## src/rtl/fifo_ram_pkg.sv

```systemverilog
// Shared types and defaults for the RAM-backed FIFO controller.
// Optional flush port is enabled with FIFO_FLUSH_EN.
package fifo_ram_pkg;

  localparam int DEF_LEN_DATA = 32;
  localparam int DEF_RAM_SIZE = 512;

  typedef enum logic {
    O_EMPTY = 1'b0,
    O_VALID = 1'b1
  } out_state_t;

endpackage

```

## src/rtl/fifo_ram_ctrl.sv

```systemverilog
// FIFO controller driving an external simple dual-port RAM with 1-cycle reads.
// Define FIFO_FLUSH_EN to add a synchronous flush input.
module fifo_ram_ctrl
  import fifo_ram_pkg::*;
#(
  parameter int LEN_DATA = DEF_LEN_DATA,
  parameter int RAM_SIZE = DEF_RAM_SIZE,
  localparam int LEN_ADDR = $clog2(RAM_SIZE)
) (
  input  logic                clk,
  input  logic                reset,
`ifdef FIFO_FLUSH_EN
  input  logic                flush,
`endif
  input  logic                in_valid,
  output logic                in_ready,
  input  logic [LEN_DATA-1:0] in_data,
  output logic                out_valid,
  input  logic                out_ready,
  output logic [LEN_DATA-1:0] out_data,
  output logic                ram_ena,
  output logic                ram_wea,
  output logic [LEN_ADDR-1:0] ram_addra,
  output logic [LEN_DATA-1:0] ram_dina,
  output logic                ram_enb,
  output logic [LEN_ADDR-1:0] ram_addrb,
  input  logic [LEN_DATA-1:0] ram_doutb
);

  localparam logic [LEN_ADDR:0] CNT_FULL =
    (LEN_ADDR+1)'(RAM_SIZE);

  logic [LEN_ADDR-1:0] wr_ptr;
  logic [LEN_ADDR-1:0] rd_ptr;
  logic [LEN_ADDR:0]   ram_cnt;
  out_state_t          state;
  out_state_t          state_nxt;
  logic                clr;
  logic                push;
  logic                rd_avail;
  logic                rd_issue;

`ifdef FIFO_FLUSH_EN
  assign clr = flush;
`else
  assign clr = 1'b0;
`endif

  assign in_ready = (ram_cnt != CNT_FULL);
  assign push     = in_valid && in_ready && !clr;

  // ram_cnt excludes this cycle's write, so a read never hits it
  assign rd_avail = (ram_cnt != '0);
  assign rd_issue = rd_avail && !clr &&
                    ((state == O_EMPTY) || out_ready);

  always_ff @(posedge clk or posedge reset) begin
    if (reset) begin
      wr_ptr  <= '0;
      rd_ptr  <= '0;
      ram_cnt <= '0;
    end else if (clr) begin
      wr_ptr  <= '0;
      rd_ptr  <= '0;
      ram_cnt <= '0;
    end else begin
      if (push)
        wr_ptr <= wr_ptr + 1'b1;
      if (rd_issue)
        rd_ptr <= rd_ptr + 1'b1;
      if (push && !rd_issue)
        ram_cnt <= ram_cnt + 1'b1;
      else if (!push && rd_issue)
        ram_cnt <= ram_cnt - 1'b1;
    end
  end

  always_ff @(posedge clk or posedge reset) begin
    if (reset)
      state <= O_EMPTY;
    else if (clr)
      state <= O_EMPTY;
    else
      state <= state_nxt;
  end

  always_comb begin
    state_nxt = state;
    priority case (1'b1)
      rd_issue:
        state_nxt = O_VALID;
      (state == O_EMPTY) || out_ready:
        state_nxt = O_EMPTY;
      default: ;
    endcase
  end

  always_comb begin
    out_valid = (state == O_VALID);
    out_data  = ram_doutb;
    ram_ena   = push;
    ram_wea   = push;
    ram_addra = wr_ptr;
    ram_dina  = in_data;
    ram_enb   = rd_issue;
    ram_addrb = rd_ptr;
  end

endmodule
```

## config.mk

```make
export PLATFORM = sky130hd
export DESIGN_NAME = fifo_ram_ctrl
export DESIGN_NICKNAME = d
export VERILOG_FILES = /design/src/rtl/fifo_ram_pkg.sv /design/src/rtl/fifo_ram_ctrl.sv
export SDC_FILE = /design/constraint.sdc
export NUM_CORES = 1
export LEC_CHECK = 0
export CORE_MARGIN = 2
export CORE_UTILIZATION = 37
export CTS_BUF_LIST = sky130_fd_sc_hd__clkbuf_8 sky130_fd_sc_hd__clkbuf_16
export DETAILED_ROUTE_END_ITERATION = 12
export PLACE_DENSITY_LB_ADDON = 0.05
export SETUP_SLACK_MARGIN = 0.1
export SYNTH_ARGS = -nofsm -noshare
export SYNTH_HDL_FRONTEND = slang
export SYNTH_SLANG_ARGS = --single-unit
```

## constraint.sdc

```tcl
create_clock -name clk -period 6.2 [get_ports clk]
set_input_delay 0.62 -clock clk [delete_from_list [all_inputs] [get_ports clk]]
set_output_delay 0.62 -clock clk [all_outputs]
set_load 0.005 [all_outputs]
```

==> results.md <==
* Status: completed
* Layout area overhead at -2.969%
* Vias in the first global route at 1,242
* Vias per Instance at 5.031
* Total setup buffers inserted after CTS at 0
* Place WS at 2703 ps
* Final hold violation count at 0
* Post-synthesis cell count at 217
* Final WL at 3865 um
* Critical Path AT at 3580 ps
* CTS sink count at 29
* Final period util at 54.81%
* CTS tree: built
* Max-cap violation count at 0
* Drt drc at 0
* Largest net degree at the start of global routing at 30
* Internal power at 0.6078 mW
* Worst flop-to-flop path startpoint: ram_cnt[5]
* Share of layout cells above drive strength 1 at 8.197%
* Placed instance count at 248
* Worst Setup SP: ram_cnt[5]
* DRT iter0 DRCs at 61
* Gpl congestion at 0.8349
* Max Transition Viols Final at 0
* FF+latch count, synth at 29
* Final Total Pwr at 0.9814 mW
* CP Data Required Time at 6380 ps
* Crit path time final at 3398 ps
* Logic pwr share at 46.6%
* Ports at 155
* Crit path kind: flip-flop to flip-flop
* Post-route insts no fill at 255
* Yosys cell types at 36
* Filler cell count at 547
* # hold bufs at CTS at 0
* Mapped Area at 2107 um2
* Hold/Removal Path Class: flip-flop to flip-flop
* Die X at 79.46 um
* Initial Util at 38.26%
* Leakage at 0.8793 nW
* Row cnt at 27
* DRT Pass-1 Iters at 4
* Yosys Warn Count at 0
* Max VDD drop at 0.0001755 V
* Global-route wire length before repair at 6154 um
* Power share of the sequential group at 37.7%
* Post-synthesis sequential area ratio at 34.44%
* Sequential Area at 725.7 um2
* Total GRT Usage at 12.26%
* Fin Setup TNS at 0 ps
* Fraction of registers with async set or reset after synthesis at 100.0%
* WL/cell at 15.16 um
* Crit path max fanout at 9
* Diodes inserted at 0
* Top_reg_cell synth: dfrtp_1
* Clock Tree Root: clkbuf_8
* Layout Utilization at 37.13%
* Psw at 0.3736 mW
* Multi-input gate area at 837.1 um2
* Setup ws final at 2802 ps
* EDFF count, synth at 0
* Initial antenna violation count at 0
* Finish-stage setup viols at 0
* Biggest area consumer among synthesized cells: dfrtp_1
* Area share of the largest cell type after synthesis at 34.44%
* Cell Pwr Density at 480.0 nW/um2
* Die ar. at 6314 um2
* Max Freq at 294.3 MHz
* Syn Area/Cell at 9.710 um2
* Area of the core at 5507 um2
* Longest Clk Path Bufs at 2
* Clock latency on the worst-skew pair at 270 ps
* CP Capture Type: flip-flop
* Slew margin rel. at 58.75%
* RSZ-0062 raised after global routing: false
* Final global-route overflow total at 0
* Worst-Margin Slew at 618.8 ps
* Port Buffer Count at 26
* Clk_skew at 5.109 ps
* Routed via count at 1,283
* Fin nets at 263
* Antenna-violating nets left at 0
* Cts bufs inserted at 5
* Clock slew at reported path FFs at 60 ps
* H-tree Lvls at 2
* Switch share at 38.07%
* Dpl hpwl at 2972 um
* Syn Nets at 297
* Clock power frac at 15.6%
* Reg-to-reg slack, setup at 2800 ps
* Synth top area cells: dfrtp_1, buf_4, ha_1, xnor2_1, xor2_1
* Nature of the critical path startpoint: flip-flop
* Min-delay src: ram_addra[8]
* Cts repair resizes at 0
* Chip height at 79.46 um
## final timing paths
kind / to / cells past startpoint
setup / recovery: ram_cnt[8] / 12
hold reg to reg: ram_addra[8] / 1
setup reg to reg: ram_cnt[8] / 12
min in group asynchronous: ram_addrb[4] / 3
hold / removal: ram_addra[8] / 1
max in group asynchronous: ram_addra[1] / 3
## worst max-delay path: stages, from the launching register on
cell and delay, ps:
dfrtp_1 420, nor4_4 420, nand4_1 210, and2_1 320, ha_1 290, inv_1 240, ha_1 330, nor2b_1 150
o21ai_0 200, a21oi_1 140, o21a_1 200, o21a_1 160, o31ai_1 200
## sequential cells by signal, summed over array words and instances, names as in the netlist
signal     cells
ram_cnt       10
ram_addra      9
ram_addrb      9
out_valid      1
## through the flow
stage	hold slack (ps)	area (um2)
global placement	464.5	1958
floorplan	467.5	2107
detailed placement	471.1	1958
CTS	483.2	2044
finish	473.7	2044
global route	500.0	2044
## power by group through the flow
stage	logic [mW]	registers, mW	clock network (mW)
CTS	0.465	0.372	0.159
global placement	0.459	0.376	0
global route	0.512	0.385	0.170
detailed placement	0.462	0.376	0
floorplan	0.335	0.359	0
finish	0.457	0.370	0.153
## metal layers
layer | global-route usage (%) | up-vias | routed length (um)
met1 | 13.74 | 586 | 1590
li1 | - | 591 | -
met4 | 6.034 | 0 | 128
met2 | 17.82 | 82 | 1672
met5 | 0 | - | 0
met3 | 8.032 | 24 | 474
## Yosys cell counts, types with 6 or more instances
cell and number:
dfrtp_1 29, buf_4 65, nor2_1 6, a21oi_1 6, xor2_1 7, xnor2_1 14
nand4_1 6, nand3_1 10, ha_1 11, o21ai_0 6, inv_1 10, nand2_1 11
## layout make-up
type,count,area share [%]
clock inverters,1,0.1836
flip-flops and latches,29,35.50
inverters,10,1.836
repair buffers,27,13.10
multi-input cells,110,40.94
well taps,72,4.406
clock buffers,6,4.039
## logic make-up after synthesis
logic type | after synthesis | synth area share (%)
AO/OA/AOI/OAI | 23 | 7.661
XOR/XNOR | 21 | 8.729
adder cells (fa/ha/maj) | 12 | 7.482
buffers and inverters | 78 | 25.83
flip-flops | 29 | 34.44
multiplexers | 3 | 1.722
AND/OR/NAND/NOR | 51 | 14.13
## cell usage in the layout, fill, tap and decap left out
cell             count
a21o_1               2
a21oi_1              6
a31oi_1              1
a41oi_4              1
and2_1               1
and3_1               4
and3_4               1
and4_4               1
buf_4                1
clkbuf_8             6
clkdlybuf4s50_1     26
dfrtp_1             29
fa_1                 1
ha_1                11
inv_1               11
mux2_2               1
mux2_4               1
mux2i_1              1
nand2_1             11
nand3_1             10
nand3_2              1
nand4_1              6
nor2_1               6
nor2b_1              2
nor3_1               2
nor3_2               1
nor3b_1              2
nor4_4               1
o21a_1               4
o21ai_0              6
o31ai_1              3
or3_1                1
or4_1                1
xnor2_1             14
xor2_1               7
Power figures use the tool's default switching activity.
